### src/rtl/sha_tail_packer_128.sv
// Packs four 32-bit header words into the 128-bit block tail, writes it to the
// block store, then sweeps the nonce word one write per step request.
module sha_tail_packer_128 #(
  parameter bit NONCE_SWAP = 1'b0
) (
  input  logic         CLK,
  input  logic         RST,
  input  logic         word_valid,
  input  logic [31:0]  word_in,
  output logic         word_ready,
  input  logic         restart,
  input  logic         nonce_step,
  output logic [127:0] block_out,
  output logic         write_en,
  output logic         nonce_wrap
);

  typedef enum logic [1:0] {FILL, WRITE, HOLD} state_t;

  state_t      r_state;
  logic [1:0]  r_word_cnt;
  logic [31:0] w_nonce_cur;
  logic [31:0] w_nonce_inc;
  logic [31:0] w_nonce_nxt;
  logic        w_nonce_max;

  function automatic logic [31:0] bswap(input logic [31:0] v);
    return {v[7:0], v[15:8], v[23:16], v[31:24]};
  endfunction

  // Swapping is its own inverse, so the same function maps in and out.
  assign w_nonce_cur = NONCE_SWAP ? bswap(block_out[31:0]) : block_out[31:0];
  assign w_nonce_inc = w_nonce_cur + 32'd1;
  assign w_nonce_nxt = NONCE_SWAP ? bswap(w_nonce_inc) : w_nonce_inc;
  assign w_nonce_max = (block_out[31:0] == 32'hFFFF_FFFF);

  assign word_ready = (r_state == FILL);

  always_ff @(posedge CLK or posedge RST) begin
    if (RST) begin
      r_state    <= FILL;
      r_word_cnt <= 2'd0;
      block_out  <= '0;
      write_en   <= 1'b0;
      nonce_wrap <= 1'b0;
    end else begin
      write_en   <= 1'b0;
      nonce_wrap <= 1'b0;
      if (restart) begin
        r_state    <= FILL;
        r_word_cnt <= 2'd0;
      end else begin
        case (r_state)
          FILL: begin
            if (word_valid) begin
              case (r_word_cnt)
                2'd0: block_out[127:96] <= word_in;
                2'd1: block_out[95:64]  <= word_in;
                2'd2: block_out[63:32]  <= word_in;
                default: block_out[31:0] <= word_in;
              endcase
              r_word_cnt <= r_word_cnt + 2'd1;
              if (r_word_cnt == 2'd3) begin
                r_state  <= WRITE;
                write_en <= 1'b1;
              end
            end
          end
          WRITE: r_state <= HOLD;
          HOLD: begin
            if (nonce_step) begin
              if (w_nonce_max) begin
                nonce_wrap <= 1'b1;
                r_state    <= FILL;
              end else begin
                block_out[31:0] <= w_nonce_nxt;
                write_en        <= 1'b1;
                r_state         <= WRITE;
              end
            end
          end
          default: r_state <= FILL;
        endcase
      end
    end
  end

endmodule

### config.mk
export PLATFORM = sky130hd
export DESIGN_NAME = sha_tail_packer_128
export DESIGN_NICKNAME = d
export VERILOG_FILES = /design/src/rtl/sha_tail_packer_128.sv
export SDC_FILE = /design/constraint.sdc
export NUM_CORES = 1
export LEC_CHECK = 0
export BUFFER_PORTS_ARGS = -buffer_cell sky130_fd_sc_hd__buf_2
export CAP_MARGIN = 40
export CORE_ASPECT_RATIO = 0.6
export CORE_UTILIZATION = 25
export CTS_BUF_LIST = sky130_fd_sc_hd__clkbuf_2 sky130_fd_sc_hd__clkbuf_4 sky130_fd_sc_hd__clkbuf_8
export DETAILED_ROUTE_END_ITERATION = 8
export GPL_TIMING_DRIVEN = 0
export PLACE_DENSITY = 0.53
export SLEW_MARGIN = 0
export SYNTH_ARGS = -nofsm -noshare
export SYNTH_HDL_FRONTEND = slang
export SYNTH_SLANG_ARGS = --single-unit
### constraint.sdc
create_clock -name CLK -period 6.3 [get_ports CLK]
set_clock_uncertainty 0.15 [all_clocks]
set_input_delay 0.63 -clock CLK [delete_from_list [all_inputs] [get_ports CLK]]
set_output_delay 0.63 -clock CLK [all_outputs]
set_load 0.01 [all_outputs]
[Word level (Yosys, flattened, before mapping)]
Cells that the tools add are included.
Cells by class
  add/subtract/negate cells: 2
  equality and inequality tests: 13
  mux-type cells: 24
  bitwise logic cells: 1
  reductions and logical operators: 12
Operator list (number)
  32-bit two-way mux: 4
  32-bit one-hot mux with 2 select lines: 1
  32-bit by 1-bit adder with 32-bit output (second input constant): 1
  32-bit == test (second input constant): 1
  2-bit two-way mux: 7
  4-bit AND reduction: 3
  1-bit two-way mux: 10
  2-bit inequality test (second input constant): 4
  2-bit == test (second input constant): 3
  2-bit one-hot mux with 3 select lines: 1
  6-bit AND reduction: 1
  2-bit nonzero test: 3
  2-bit by 1-bit == test with 1-bit output (second input constant): 2
  2-bit zero test: 2
  3-bit by 1-bit inequality test with 1-bit output (second input constant): 1
  3-bit by 2-bit inequality test with 1-bit output (second input constant): 1
  3-bit inequality test (second input constant): 1
  3-bit AND reduction: 1
  3-bit OR reduction: 1
  2-bit by 1-bit adder with 2-bit output (second input constant): 1
  1-bit one-hot mux with 2 select lines: 1
  2-bit AND reduction: 1
  1-bit inverter: 1
Storage, ports and cells
  register bits after elaboration: 134
  input bits: 37
  output and inout bits: 131
  word-level logic and storage cells: 60

[Depth between registers and ports, before layout]
Gate-level depths: netlist of run 1.
  word-level depth: 5
  depth in mapped cells: 8
  depth with buffers taken out: 6

[Worst setup path before layout of run 1]
No wires, ideal clock.
  path type: register to register
  start point: register block_out[0]
  end point: register block_out[19]
  library setup time: 0.126 ns
  arrival: 1.860 ns
  required time: 6.024 ns
  slack: 4.164 ns
  cell stages (with the launch flop): 9
  buffers on the path: 2
  clock period less this slack: 2.136 ns
  path through: dfrtp_1 > ha_1 > nand4_2 > nor3_4 > and4_1 > buf_4 > buf_2 > a211oi_1 > a2bb2oi_1
Between the ends
  word-level cells in the longest chain between the ends: 4
  elaborated cells on any way between the ends: 7
  those cells by class: add/sub (1); eq/ne (2); mux (3); reduce/logical (1)
Ends and longest elaborated chain
  start, declared: RTL line 13  | output logic [127:0] block_out,
  start signal, assigned: RTL line 60  | default: block_out[31:0] <= word_in;
  start signal, assigned: RTL line 76  | block_out[31:0] <= w_nonce_nxt;
  32-bit by 1-bit adder with 32-bit output: RTL line 33  | assign w_nonce_inc = w_nonce_cur + 32'd1;
  32-bit two-way mux: RTL line 72  | if (w_nonce_max) begin
  32-bit two-way mux: RTL line 71  | if (nonce_step) begin
  32-bit one-hot mux with 2 select lines: RTL line 53  | case (r_state)
Several ways; a longest one is shown, not always the timed one. The select of a mux whose other input is x is not followed.
A chain may end at the register's enable or synchronous reset.

[Worst setup path in the final report of run 1]
  start point: register block_out[0]
  end point: register block_out[27]
The elaborated chain is that of the path after synthesis.

==> results of run 1 <==
[stage by stage]
step,setup slack [ns],std cells
global route,3.59,1014
CTS,3.76,1014
detailed placement,3.78,982
floorplan,1.94,499
global placement,-0.0789,981
finish,3.71,1014
[synthesized netlist by cell type, types with 2 or more instances]
cell type	instances	area [um^2]
sky130_fd_sc_hd__ha_1	6	75.1
sky130_fd_sc_hd__nand2_1	18	67.6
sky130_fd_sc_hd__o22ai_1	8	50.1
sky130_fd_sc_hd__nand4_2	2	25.0
sky130_fd_sc_hd__buf_4	2	15.0
sky130_fd_sc_hd__a2bb2oi_1	20	175
sky130_fd_sc_hd__a22oi_1	2	15.0
sky130_fd_sc_hd__a31oi_1	17	106
sky130_fd_sc_hd__inv_1	6	22.5
sky130_fd_sc_hd__nor3_1	26	130
sky130_fd_sc_hd__buf_6	2	22.5
sky130_fd_sc_hd__nand4_1	8	50.1
sky130_fd_sc_hd__a21oi_1	11	55.1
sky130_fd_sc_hd__o22a_1	5	43.8
sky130_fd_sc_hd__mux2_2	96	1080
sky130_fd_sc_hd__clkbuf_1	12	45.0
sky130_fd_sc_hd__dfrtp_1	134	3350
sky130_fd_sc_hd__a41oi_1	2	17.5
sky130_fd_sc_hd__and2_1	3	18.8
sky130_fd_sc_hd__nand3_1	14	70.1
sky130_fd_sc_hd__a32oi_1	3	26.3
sky130_fd_sc_hd__o21ai_0	18	90.1
sky130_fd_sc_hd__buf_2	16	80.1
sky130_fd_sc_hd__a211oi_1	6	45.0
sky130_fd_sc_hd__nor2_1	29	109
sky130_fd_sc_hd__and3_1	4	25.0
sky130_fd_sc_hd__nor4_2	3	37.5
sky130_fd_sc_hd__o31ai_1	5	37.5
sky130_fd_sc_hd__nor4_1	3	18.8
[layer usage]
layer	share of wire [%]	vias to the layer above	wire length, um	global-route usage [%]
met5	0	-	0	0
met4	0.63	0	123	3.52
met3	8.0	10	1560	6.01
met2	38	167	7400	19.8
met1	53	2477	10300	24.7
li1	-	2243	-	-
[area by class of cell]
| type | count | area (um^2) | area share, % |
|---|---|---|---|
| plain buffers | 32 | 163 | 2.10 |
| clock buffers | 19 | 255 | 3.29 |
| clock inverters | 13 | 133 | 1.71 |
| inverters | 6 | 27.5 | 0.355 |
| multi-input cells | 327 | 2560 | 33.1 |
| flip-flops and latches | 134 | 3350 | 43.3 |
| well taps | 315 | 394 | 5.08 |
| repair buffers | 168 | 863 | 11.1 |
[worst min-delay path by stage]
stage                                      end  slack, ns  cells after the start
floorplan            block_out[30]$_DFFE_PP0P_       0.40                      1
global placement     block_out[98]$_DFFE_PP0P_       0.33                      1
detailed placement   block_out[48]$_DFFE_PP0P_       0.34                      1
CTS                 block_out[110]$_DFFE_PP0P_       0.08                      2
global route        block_out[110]$_DFFE_PP0P_       0.09                      2
finish              block_out[110]$_DFFE_PP0P_       0.09                      2
[registers in the layout, indices dropped and copies added, names as in the netlist]
signal / flops
block_out: 128
nonce_wrap: 1
r_state: 2
r_word_cnt: 2
write_en: 1
[power by group through the flow]
stage | Combinational (W) | Sequential [W] | Clock (W)
after floorplan | 0.000319 | 0.00150 | 0
after global placement | 0.000881 | 0.00138 | 0
after global routing | 0.000951 | 0.00142 | 0.000812
after detailed placement | 0.000891 | 0.00139 | 0
after CTS | 0.000892 | 0.00137 | 0.000771
final | 0.000875 | 0.00137 | 0.000739
[worst max-delay path: stages (launching register included)]
cell	delay, ns
sky130_fd_sc_hd__dfrtp_1	0.46
sky130_fd_sc_hd__ha_1	0.30
sky130_fd_sc_hd__nand4_2	0.24
sky130_fd_sc_hd__nor3_4	0.38
sky130_fd_sc_hd__and4_1	0.24
sky130_fd_sc_hd__buf_4	0.15
sky130_fd_sc_hd__buf_2	0.29
sky130_fd_sc_hd__a211oi_1	0.08
sky130_fd_sc_hd__a2bb2oi_1	0.16
[cells by family after synthesis]
logic type	Yosys count	synth area share, %
flops	134	55.0
mux	97	17.9
buf+inv	38	3.03
simple gates	125	11.8
xor+xnor	1	0.144
compound gates	98	11.0
fa+ha+maj	6	1.23
==> Flow_metrics.wiki, run 1 <==
{| class="wikitable"
! Metric !! Value
|-
| First-pass GRT wire length || 29200 um
|-
| Most frequently used flop master after synthesis || sky130_fd_sc_hd__dfrtp_1
|-
| Clock transition time at the flip-flop clock pins of the worst setup and hold paths || 0.09 ns
|-
| Worst-path maximum fanout || 10
|-
| Final global-route overflow total || 0
|-
| Share of power burned in the clock network || 24.8%
|-
| Final worst path period share || 41.1%
|-
| Iteration-0 DRC Markers || 269
|-
| Number of antenna cells inserted || 0
|-
| Number of instances in the synthesized netlist || 499
|-
| Combinational share of power || roughly 29%
|-
| Slew @ Worst Pin || 0.632 ns
|-
| TritonCTS clock tree || built
|-
| Critical path class || flop to flop
|-
| Power density over cell area || 385 nW/um^2
|-
| Cell variety after synth || 47
|-
| Post-DR vias/cell || 4.83
|-
| Most used cells in the layout excluding fill and tap cells || sky130_fd_sc_hd__buf_2, sky130_fd_sc_hd__dfrtp_1, sky130_fd_sc_hd__mux2_2
|-
| H-Tree Depth || 4
|-
| Net count after synthesis || 542
|-
| Overall power after layout || 0.00299 W
|-
| Detail Route Antenna Nets || 0
|-
| Layout Nets || 729
|-
| Launch point of the worst reg-to-reg path || block_out[0]$_DFFE_PP0P_
|-
| MaxCap Viol Count || 0
|-
| Post-route worst hold slack || 0.0886 ns
|-
| Netlist Area Pre-Place || 6100 um^2
|-
| Num ports || 168
|-
| Maximum vdd drop || 0.133 mV
|-
| Share of async-settable or async-resettable flops after synthesis || 100%
|-
| DP Wirelength || 14000 um
|-
| Worst-case reg-to-reg path depth || 8
|-
| Total Negative Setup Slacks || 0 ns
|-
| Capturing element type of the critical path || flop
|-
| Final cell utilization of the core || between 30 and 40%
|-
| Skew-Pair Late Insertion Delay || 0.46 ns
|-
| Average footprint of a synthesized cell || about 12 um^2
|-
| Destination of the worst register-to-register timing path || block_out[27]$_DFFE_PP0P_
|-
| Net Sw Power || 0.00104 W
|-
| Standby leakage power || 3.61 nW
|-
| Syn-to-layout area delta || 27.0%
|-
| Area after detailed placement || 7360 um^2
|-
| Kind of start point of the critical path || flop
|-
| Setup slack on the worst flop-to-flop path || between 3 and 4 ns
|-
| Setup violation total in the final timing report || 0
|-
| Number of flops mapped to enable cells by yosys || 0
|-
| Maximum frequency from static timing analysis || 386 MHz
|-
| Min cycle time layout || 2.59 ns
|-
| Status || complete, no violations
|-
| Final cell area excluding filler cells || between 7000 and 8000 um^2
|-
| Share of the yosys chip area belonging to registers || 55.0%
|-
| RSZ-0062 raised after global routing || false
|-
| Start point of the critical path || block_out[0]$_DFFE_PP0P_
|-
| Count of endpoints failing hold in the final timing report || 0
|-
| Internal power || 0.00195 W
|-
| Die boundary height || 123 um
|-
| Total of flip-flops plus latches after synthesis || 134
|-
| Detailed Route WL || roughly 19000 um
|-
| Number of pins exceeding their max-slew limit in the final report || 0
|-
| Total via count in the routed design || 4897
|-
| DR DRC count || 0
|-
| Number of global-route vias before repair || 4565
|-
| IO buf count || 167
|-
| Core area || ~24000 um^2
|-
| Setup Fix Bufs, Post-CTS || 0
|-
| Number of sinks handled by clock tree synthesis || 134
|-
| Die Span X || 204 um
|-
| Most frequent standard cell in the layout excluding fill and tap cells || sky130_fd_sc_hd__buf_2
|-
| Longest Clk Path Bufs || 2
|-
| Number of inserted filler cells in the final layout || 2437
|-
| Type of the worst min-delay path || input port to asynchronous set/reset pin
|-
| Number of buffers created by CTS || 17
|-
| Overall track demand over capacity in global routing || 15.9%
|-
| Number of antenna violations at the first check in global routing || 0
|-
| Capture point of the critical path || block_out[27]$_DFFE_PP0P_
|-
| Weighted congestion at the end of routability-driven global placement || 0.783
|-
| WL/cell || 19.1 um
|-
| DR pass1 iterations || 5
|-
| Sequential power share || between 40% and 50%
|-
| Root buffer selected by CTS || sky130_fd_sc_hd__clkbuf_8
|-
| Arr. time, crit path || 2.77 ns
|-
| Die area || 25100 um^2
|-
| Initial core utilization || 26.0%
|-
| Largest net degree at the start of global routing || 79
|-
| Post_cts resized || 0
|-
| Floorplan row count || 43
|-
| Syn. warnings || 0
|-
| Required arrival time at the worst endpoint || ~6.5 ns
|-
| Worst-case headroom to the max-slew limit || 57.9%
|-
| Proportion of layout cells with a drive suffix above 1 || between 40% and 50%
|-
| Switching power as a share of total power || 34.7%
|-
| Post-CTS Hold Buffers || 0
|}
No activity file was read; power rests on OpenSTA's default activity.
==> run 2, diff against run 1 <==
--- a/config.mk
+++ b/config.mk
@@ -5,6 +5,7 @@
 export SDC_FILE = /design/constraint.sdc
 export NUM_CORES = 1
 export LEC_CHECK = 0
+export ABC_AREA = 1
 export BUFFER_PORTS_ARGS = -buffer_cell sky130_fd_sc_hd__buf_2
 export CAP_MARGIN = 40
 export CORE_ASPECT_RATIO = 0.6
==> constraint.sdc (replaced) <==
create_clock -name CLK -period 2.6 [get_ports CLK]
set_clock_uncertainty 0.15 [all_clocks]
set_input_delay 0.26 -clock CLK [delete_from_list [all_inputs] [get_ports CLK]]
set_output_delay 0.26 -clock CLK [all_outputs]
set_load 0.01 [all_outputs]
==> run 2 against run 1 <==
Area after synthesis up 3.9%. Design area up 7.7%. Largest cell class unchanged. Die area up 3.8%. Clock power up 140%. Sequential share of layout area down 3.1 points.
==> Flow_metrics.wiki, run 2 <==
{| class="wikitable"
! Metric !! Value
|-
| Combinational share of power || 28.7% (was 29.3%)
|-
| Biggest cell delay along the critical path || 0.43 ns (was 0.46 ns)
|-
| RSZ-0062 raised after global routing || false (unchanged)
|-
| Largest net degree at the start of global routing || 36 (was 79)
|-
| Critical path class || flop to flop (unchanged)
|-
| Internal power || 0.00444 W (was 0.00195 W)
|-
| Die boundary height || 125 um (was 123 um)
|-
| Post-route worst hold slack || 0.0332 ns (was 0.0886 ns)
|-
| Syn. warnings || 0 (unchanged)
|-
| Master of the slowest instance on the critical path || sky130_fd_sc_hd__nor2_2 (was sky130_fd_sc_hd__dfrtp_1)
|-
| Type of the worst min-delay path || input port to flop (was input port to asynchronous set/reset pin)
|-
| Netlist Area Pre-Place || 6340 um^2 (was 6100 um^2)
|-
| Final worst path period share || 90.4% (was 41.1%)
|-
| Syn-to-layout area delta || 31.8% (was 27.0%)
|-
| IO buf count || 167 (unchanged)
|-
| H-Tree Depth || 4 (unchanged)
|-
| Floorplan row count || 44 (was 43)
|-
| DR pass1 iterations || 5 (unchanged)
|-
| Average footprint of a synthesized cell || 7.78 um^2 (was 12.2 um^2)
|-
| Share of the synthesized netlist area taken by xor and xnor gates || 0.415% (was 0.144%)
|-
| Area after detailed placement || 7660 um^2 (was 7360 um^2)
|-
| Share of async-settable or async-resettable flops after synthesis || 100% (unchanged)
|-
| Top post-synthesis cells by area || sky130_fd_sc_hd__dfrtp_1, sky130_fd_sc_hd__nand2_1, sky130_fd_sc_hd__o21ai_0 (was sky130_fd_sc_hd__dfrtp_1, sky130_fd_sc_hd__mux2_2, sky130_fd_sc_hd__a2bb2oi_1)
|-
| Longest Clk Path Bufs || 2 (unchanged)
|-
| Worst-path maximum fanout || 10 (unchanged)
|-
| Switching power as a share of total power || 38.0% (was 34.7%)
|-
| Combinational family with the most area after synthesis || simple AND/OR/NAND/NOR gates (was multiplexers)
|-
| Count of endpoints failing hold in the final timing report || 0 (unchanged)
|-
| First-pass GRT wire length || 36500 um (was 29200 um)
|-
| Number of global-route vias before repair || 6105 (was 4565)
|-
| Number of instances in the synthesized netlist || 815 (was 499)
|-
| Most frequent standard cell in the layout excluding fill and tap cells || sky130_fd_sc_hd__nand2_1 (was sky130_fd_sc_hd__buf_2)
|-
| Largest register by flop count || block_out (unchanged)
|-
| Proportion of layout cells with a drive suffix above 1 || 21.6% (was 47.2%)
|-
| DP Wirelength || 17700 um (was 14000 um)
|-
| Adder-Cell Fraction of Synth Area || 1.18% (was 1.23%)
|-
| Sequential power share || 46.1% (was 46.0%)
|-
| Overall track demand over capacity in global routing || 18.6% (was 15.9%)
|-
| Largest registers ranked by flip-flop count || block_out x128, r_state x2, r_word_cnt x2 (unchanged)
|-
| Min cycle time layout || 2.35 ns (was 2.59 ns)
|-
| Met1 routed wirelength after detailed routing || 12100 um (was 10300 um)
|-
| TritonCTS clock tree || built (unchanged)
|-
| Number of buffers created by CTS || 17 (unchanged)
|-
| Maximum frequency from static timing analysis || 425 MHz (was 386 MHz)
|-
| Number of inserted filler cells in the final layout || 2649 (was 2437)
|-
| Proportion of synthesized area in mux cells || 0% (was 17.9%)
|-
| Share of power burned in the clock network || 25.3% (was 24.8%)
|-
| Slew @ Worst Pin || 0.663 ns (was 0.632 ns)
|-
| Number of flops mapped to enable cells by yosys || 0 (unchanged)
|-
| MaxCap Viol Count || 0 (unchanged)
|-
| Weighted congestion at the end of routability-driven global placement || 0.833 (was 0.783)
|-
| Flip-flop count of the largest register, all copies and words added || 128 (unchanged)
|-
| Total of flip-flops plus latches after synthesis || 134 (unchanged)
|-
| Die Span X || 208 um (was 204 um)
|-
| Die area || 26000 um^2 (was 25100 um^2)
|-
| Number of antenna cells inserted || 0 (unchanged)
|-
| Status || complete, no violations (unchanged)
|-
| Number of antenna violations at the first check in global routing || 0 (unchanged)
|-
| Area fraction in compound gates after synthesis || 10.3% (was 11.0%)
|-
| Net Sw Power || 0.00273 W (was 0.00104 W)
|-
| Final global-route overflow total || 0 (unchanged)
|-
| WL/cell || 16.9 um (was 19.1 um)
|-
| Share of the yosys chip area belonging to registers || 52.9% (was 55.0%)
|-
| Cell variety after synth || 27 (was 47)
|-
| Cell taking the most area after synthesis || sky130_fd_sc_hd__dfrtp_1 (unchanged)
|-
| Detailed Route WL || 23200 um (was 19400 um)
|-
| Most instantiated cells after synthesis || sky130_fd_sc_hd__nand2_1, sky130_fd_sc_hd__dfrtp_1, sky130_fd_sc_hd__o21ai_0, sky130_fd_sc_hd__inv_1, sky130_fd_sc_hd__nand3_1 (was sky130_fd_sc_hd__dfrtp_1, sky130_fd_sc_hd__mux2_2, sky130_fd_sc_hd__nor2_1, sky130_fd_sc_hd__nor3_1, sky130_fd_sc_hd__a2bb2oi_1)
|-
| Post-DR vias/cell || 4.50 (was 4.83)
|-
| Maximum vdd drop || 0.293 mV (was 0.133 mV)
|-
| Total length of routed met3 wires || 1600 um (was 1560 um)
|-
| Clock transition time at the flip-flop clock pins of the worst setup and hold paths || 0.09 ns (about the same)
|-
| Initial core utilization || 25.8% (was 26.0%)
|-
| DR DRC count || 0 (unchanged)
|-
| Highest routed metal layer || met4 (unchanged)
|-
| Detail Route Antenna Nets || 0 (unchanged)
|-
| Total met2 wirelength after detailed routing || 9200 um (was 7400 um)
|-
| Most frequently used flop master after synthesis || sky130_fd_sc_hd__dfrtp_1 (unchanged)
|-
| Worst-case headroom to the max-slew limit || 55.7% (was 57.9%)
|-
| Power density over cell area || 859 nW/um^2 (was 385 nW/um^2)
|-
| Number of pins exceeding their max-slew limit in the final report || 0 (unchanged)
|-
| Skew-Pair Late Insertion Delay || 0.45 ns (was 0.46 ns)
|-
| Net count after synthesis || 858 (was 542)
|-
| Buffer and inverter count on the worst path || 1 (was 2)
|-
| Number of sinks handled by clock tree synthesis || 134 (unchanged)
|-
| Kind of start point of the critical path || flop (unchanged)
|-
| Capturing element type of the critical path || flop (unchanged)
|-
| CP Cell Sequence || ha_1 > nand2_2 > nor2_4 > nand2_4 > nor2_8 > nand3_1 > nand3_1 > nor2_2 > buf_2 > nand2_1 > nand2_1 (was ha_1 > nand4_2 > nor3_4 > and4_1 > buf_4 > buf_2 > a211oi_1 > a2bb2oi_1)
|-
| Arr. time, crit path || 2.59 ns (was 2.77 ns)
|-
| Total via count in the routed design || 6151 (was 4897)
|-
| Kind of cell with the highest combined delay on the critical path || simple AND/OR/NAND/NOR gates (unchanged)
|-
| Count leader, synth || sky130_fd_sc_hd__nand2_1 (was sky130_fd_sc_hd__dfrtp_1)
|-
| Layout Nets || 1077 (was 729)
|-
| Setup violation total in the final timing report || 0 (unchanged)
|-
| Required arrival time at the worst endpoint || 2.84 ns (was 6.48 ns)
|-
| Post-synth top area share || 52.9% (was 55.0%)
|-
| Iteration-0 DRC Markers || 467 (was 269)
|-
| Setup Fix Bufs, Post-CTS || 0 (unchanged)
|-
| Root buffer selected by CTS || sky130_fd_sc_hd__clkbuf_8 (unchanged)
|-
| Share of synthesized cell area in and, or, nand and nor gates || 28.4% (was 11.8%)
|-
| Num ports || 168 (unchanged)
|-
| Most used cells in the layout excluding fill and tap cells || sky130_fd_sc_hd__nand2_1, sky130_fd_sc_hd__buf_2, sky130_fd_sc_hd__dfrtp_1 (was sky130_fd_sc_hd__buf_2, sky130_fd_sc_hd__dfrtp_1, sky130_fd_sc_hd__mux2_2)
|-
| Standby leakage power || 4.45 nW (was 3.61 nW)
|-
| Core area || 24600 um^2 (was 23500 um^2)
|-
| Final cell area excluding filler cells || 8350 um^2 (was 7750 um^2)
|}
[run 2: cells by family after synthesis]
logic type | count (synthesis)
flops | 134
simple gates | 439
buf+inv | 107
fa+ha+maj | 6
compound gates | 126
xor+xnor | 3
[run 2: cell type report]
class	instances	area (um^2)	area share, %
sequential	134	3350	40.1
multi-input combinational	574	2560	30.6
timing repair buffer	200	1210	14.4
tap	322	403	4.82
inverter	76	289	3.46
clock buffer	19	255	3.06
clock inverter	12	145	1.74
buffer	31	143	1.71
[run 2: worst min-delay path, stage by stage]
cell and delay, ns:
sky130_fd_sc_hd__buf_2 0.13, sky130_fd_sc_hd__inv_1 0.11, sky130_fd_sc_hd__o21ai_0 0.09
[run 2: final timing paths]
check	start	endpoint	slack, ns	depth (start not counted)
setup / recovery	block_out[0]$_DFFE_PP0P_	block_out[16]$_DFFE_PP0P_	0.25	11
hold / removal	word_in[5]	block_out[69]$_DFFE_PP0P_	0.03	3
setup reg to reg	block_out[0]$_DFFE_PP0P_	block_out[16]$_DFFE_PP0P_	0.25	11
hold reg to reg	block_out[61]$_DFFE_PP0P_	block_out[61]$_DFFE_PP0P_	0.33	2
max in group asynchronous	RST	block_out[25]$_DFFE_PP0P_	1.11	6
min in group asynchronous	RST	block_out[37]$_DFFE_PP0P_	0.24	3
[run 2: routing by layer]
layer,global-route usage (%),vias to the layer above
met3,4.57,11
met1,28.7,2934
li1,-,3011
met4,4.04,0
met5,0,-
met2,25.5,195
[run 2: timing repair]
item,in CTS,in global routing
endpoints found under the hold margin,90,0
hold buffers,29,0
gates resized for setup,0,0
[run 2: through the flow]
| step | setup WS [ns] | setup TNS [ns] | total power [W] | util, % | instances |
|---|---|---|---|---|---|
| 3_3_place_gp | -0.510 | -66.60 | 0.00533 | 30.9 | 1304 |
| 6_report | 0.249 | 0 | 0.00717 | 34.0 | 1368 |
| 5_1_grt | 0.116 | 0 | 0.00768 | 34.0 | 1368 |
| 4_1_cts | 0.269 | 0 | 0.00726 | 34.0 | 1368 |
| 2_1_floorplan | 0.525 | 0 | 0.00425 | - | 815 |
| 3_5_place_dp | 0.293 | 0 | 0.00538 | 31.2 | 1308 |
[run 2: power by group through the flow]
stage | registers (W) | logic (W) | clock network, W
final | 0.00330 | 0.00206 | 0.00181
after global routing | 0.00341 | 0.00233 | 0.00195
after CTS | 0.00330 | 0.00209 | 0.00187
after detailed placement | 0.00333 | 0.00205 | 0
after global placement | 0.00333 | 0.00200 | 0
after floorplan | 0.00348 | 0.000772 | 0
==> run 3, diff against run 2 <==
--- a/config.mk
+++ b/config.mk
@@ -5,7 +5,6 @@
 export SDC_FILE = /design/constraint.sdc
 export NUM_CORES = 1
 export LEC_CHECK = 0
-export ABC_AREA = 1
 export BUFFER_PORTS_ARGS = -buffer_cell sky130_fd_sc_hd__buf_2
 export CAP_MARGIN = 40
 export CORE_ASPECT_RATIO = 0.6
@@ -14,7 +13,7 @@
 export DETAILED_ROUTE_END_ITERATION = 8
 export GPL_TIMING_DRIVEN = 0
 export PLACE_DENSITY = 0.53
-export SLEW_MARGIN = 0
+export SLEW_MARGIN = 15
 export SYNTH_ARGS = -nofsm -noshare
 export SYNTH_HDL_FRONTEND = slang
 export SYNTH_SLANG_ARGS = --single-unit
==> run 3 against run 2 <==
Power is 4.4% higher. Die area is 3.7% lower. Non-clock buffer count is 8 higher. Critical path type unchanged. Largest cell class unchanged. Largest power group unchanged.
==> Flow_metrics.wiki, run 3 (same netlist as run 1, synthesis figures left out) <==
{| class="wikitable"
! Metric !! Value
|-
| Largest register by flop count || block_out (unchanged)
|-
| Most used cells in the layout excluding fill and tap cells || sky130_fd_sc_hd__buf_2, sky130_fd_sc_hd__dfrtp_1, sky130_fd_sc_hd__mux2_2 (was sky130_fd_sc_hd__nand2_1, sky130_fd_sc_hd__buf_2, sky130_fd_sc_hd__dfrtp_1)
|-
| Flip-flop count of the largest register, all copies and words added || 128 (unchanged)
|-
| MaxCap Viol Count || 0 (unchanged)
|-
| Net Sw Power || 0.00254 W (was 0.00273 W)
|-
| Layout Nets || 768 (was 1077)
|-
| H-Tree Depth || 4 (unchanged)
|-
| Initial core utilization || 26.0% (was 25.8%)
|-
| Pre-CTS worst setup slack || 0.0715 ns (was 0.293 ns)
|-
| Count of endpoints failing hold in the final timing report || 0 (unchanged)
|-
| Final worst path period share || 93.4% (was 90.4%)
|-
| Kind of start point of the critical path || flop (unchanged)
|-
| Detailed Route WL || 19800 um (was 23200 um)
|-
| Clock transition time at the flip-flop clock pins of the worst setup and hold paths || 0.08 ns (was 0.09 ns)
|-
| Die boundary height || 123 um (was 125 um)
|-
| Floorplan row count || 43 (was 44)
|-
| Num ports || 168 (unchanged)
|-
| Min cycle time layout || 2.43 ns (was 2.35 ns)
|-
| Switching power as a share of total power || 34.0% (was 38.0%)
|-
| Proportion of layout cells with a drive suffix above 1 || 45.3% (was 21.6%)
|-
| Largest net degree at the start of global routing || 34 (was 36)
|-
| Critical path class || flop to flop (unchanged)
|-
| Overall track demand over capacity in global routing || 16.1% (was 18.6%)
|-
| Number of buffers created by CTS || 17 (unchanged)
|-
| Die Span X || 204 um (was 208 um)
|-
| Standby leakage power || 3.80 nW (was 4.45 nW)
|-
| Number of pins exceeding their max-slew limit in the final report || 0 (unchanged)
|-
| DP Wirelength || 14400 um (was 17700 um)
|-
| Setup violation total in the final timing report || 0 (unchanged)
|-
| Min-Delay Startpoint || word_valid (was word_in[5])
|-
| Die area || 25100 um^2 (was 26000 um^2)
|-
| Type of the worst min-delay path || input port to flop (unchanged)
|-
| Final cell utilization of the core || 35.0% (was 34.0%)
|-
| Total Negative Setup Slacks || 0 ns (unchanged)
|-
| Number of global-route vias before repair || 4733 (was 6105)
|-
| Iteration-0 DRC Markers || 271 (was 467)
|-
| Number of antenna cells inserted || 0 (unchanged)
|-
| Status || complete, no violations (unchanged)
|-
| Launch point of the worst reg-to-reg path || block_out[0]$_DFFE_PP0P_ (unchanged)
|-
| Sequential power share || 44.7% (was 46.1%)
|-
| DR DRC count || 0 (unchanged)
|-
| Root buffer selected by CTS || sky130_fd_sc_hd__clkbuf_8 (unchanged)
|-
| Share of power burned in the clock network || 26.4% (was 25.3%)
|-
| Syn-to-layout area delta || 34.7% (was 31.8%)
|-
| Worst-case headroom to the max-slew limit || 58.2% (was 55.7%)
|-
| Required arrival time at the worst endpoint || 2.78 ns (was 2.84 ns)
|-
| Number of inserted filler cells in the final layout || 2372 (was 2649)
|-
| Skew-Pair Late Insertion Delay || 0.46 ns (was 0.45 ns)
|-
| Start point of the critical path || block_out[0]$_DFFE_PP0P_ (unchanged)
|-
| Power density over cell area || 911 nW/um^2 (was 859 nW/um^2)
|-
| Post-DR vias/cell || 4.79 (was 4.50)
|-
| Setup Fix Bufs, Post-CTS || 0 (unchanged)
|-
| TritonCTS clock tree || built (unchanged)
|-
| RSZ-0062 raised after global routing || false (unchanged)
|-
| Combinational share of power || 28.9% (was 28.7%)
|-
| Total via count in the routed design || 5048 (was 6151)
|-
| Slew @ Worst Pin || 0.621 ns (was 0.663 ns)
|-
| Internal power || 0.00494 W (was 0.00444 W)
|-
| Number of antenna violations at the first check in global routing || 0 (unchanged)
|-
| Maximum frequency from static timing analysis || 412 MHz (was 425 MHz)
|-
| Number of sinks handled by clock tree synthesis || 134 (unchanged)
|-
| Arr. time, crit path || 2.61 ns (was 2.59 ns)
|-
| Detail Route Antenna Nets || 0 (unchanged)
|-
| DR pass1 iterations || 5 (unchanged)
|-
| Largest registers ranked by flip-flop count || block_out x128, r_state x2, r_word_cnt x2 (unchanged)
|-
| Maximum vdd drop || 0.353 mV (was 0.293 mV)
|-
| Longest Clk Path Bufs || 2 (unchanged)
|-
| WL/cell || 18.8 um (was 16.9 um)
|-
| Weighted congestion at the end of routability-driven global placement || 0.776 (was 0.833)
|-
| Final setup slack of the worst path || 0.173 ns (was 0.249 ns)
|-
| Core area || 23500 um^2 (was 24600 um^2)
|-
| Capturing element type of the critical path || flop (unchanged)
|-
| Worst-path maximum fanout || 10 (unchanged)
|-
| Most frequent standard cell in the layout excluding fill and tap cells || sky130_fd_sc_hd__buf_2 (was sky130_fd_sc_hd__nand2_1)
|-
| IO buf count || 167 (unchanged)
|-
| Final global-route overflow total || 0 (unchanged)
|-
| First-pass GRT wire length || 30000 um (was 36500 um)
|}
-- run 3: cell count changes in the layout (fill, tap and decap cells not counted), moves of 19 or more --
cell	change
sky130_fd_sc_hd__mux2_2	+96
sky130_fd_sc_hd__nor3_1	+26
sky130_fd_sc_hd__inv_1	-69
sky130_fd_sc_hd__nand2_1	-297
sky130_fd_sc_hd__o21ai_0	-93
sky130_fd_sc_hd__nor2_1	-19
sky130_fd_sc_hd__a2bb2oi_1	+20
sky130_fd_sc_hd__nand3_1	-44
-- run 3: final timing paths --
check | to | slack (ns) | depth (start not counted)
max | block_out[19]$_DFFE_PP0P_ | 0.17 | 8
min | r_word_cnt[0]$_DFFE_PP0P_ | 0.13 | 4
max reg2reg | block_out[19]$_DFFE_PP0P_ | 0.17 | 8
min reg2reg | block_out[63]$_DFFE_PP0P_ | 0.35 | 1
max in group asynchronous | block_out[63]$_DFFE_PP0P_ | 1.27 | 5
min in group asynchronous | block_out[111]$_DFFE_PP0P_ | 0.25 | 3
-- run 3: cell type report --
class | count | area [um^2] | share of cell area [%]
tap | 315 | 394 | 4.79
multi-input combinational | 327 | 2570 | 31.2
clock inverter | 15 | 205 | 2.50
timing repair buffer | 207 | 1280 | 15.5
buffer | 32 | 165 | 2.01
sequential | 134 | 3350 | 40.8
clock buffer | 17 | 234 | 2.85
inverter | 6 | 26.3 | 0.320
-- run 3: worst max-delay path, cell delays in order (launching register included) --
cell and delay (ns):
sky130_fd_sc_hd__dfrtp_1 0.46, sky130_fd_sc_hd__ha_2 0.27, sky130_fd_sc_hd__nand4_2 0.22, sky130_fd_sc_hd__nor3_4 0.32, sky130_fd_sc_hd__and4_1 0.25, sky130_fd_sc_hd__buf_4 0.16
sky130_fd_sc_hd__clkbuf_4 0.24, sky130_fd_sc_hd__a211oi_1 0.07, sky130_fd_sc_hd__a2bb2oi_1 0.16
-- run 3: metal layers --
layer | vias to the layer above | part of all wire (%) | global-route usage, %
met4 | 0 | 0.65 | 3.29
met2 | 178 | 39 | 21.1
met5 | - | 0 | 0
met3 | 9 | 7.2 | 5.40
li1 | 2318 | - | -
met1 | 2543 | 53 | 24.9
-- run 3: metrics by stage --
| step | power, W | hold slack [ns] | instance area [um^2] | instances |
|---|---|---|---|---|
| CTS | 0.00760 | 0.0857 | 8220 | 1053 |
| global placement | 0.00548 | 0.331 | 7340 | 981 |
| finish | 0.00749 | 0.133 | 8220 | 1053 |
| floorplan | 0.00442 | 0.176 | 6110 | 499 |
| global route | 0.00796 | 0.102 | 8220 | 1053 |
| detailed placement | 0.00554 | 0.190 | 7420 | 985 |
-- run 3: power by group through the flow --
stage          combinational (W)  clock (W)  sequential, W
2_1_floorplan           0.000774          0        0.00364
3_3_place_gp             0.00214          0        0.00334
3_5_place_dp             0.00216          0        0.00338
4_1_cts                  0.00221    0.00206        0.00334
5_1_grt                  0.00236    0.00214        0.00346
6_report                 0.00216    0.00198        0.00335
-- run 3: repair_timing --
item                       in CTS  in global routing
setup endpoints to repair       0                 20
hold buffers                   36                  0
resized for setup               0                  2
hold endpoints to repair      128                  0
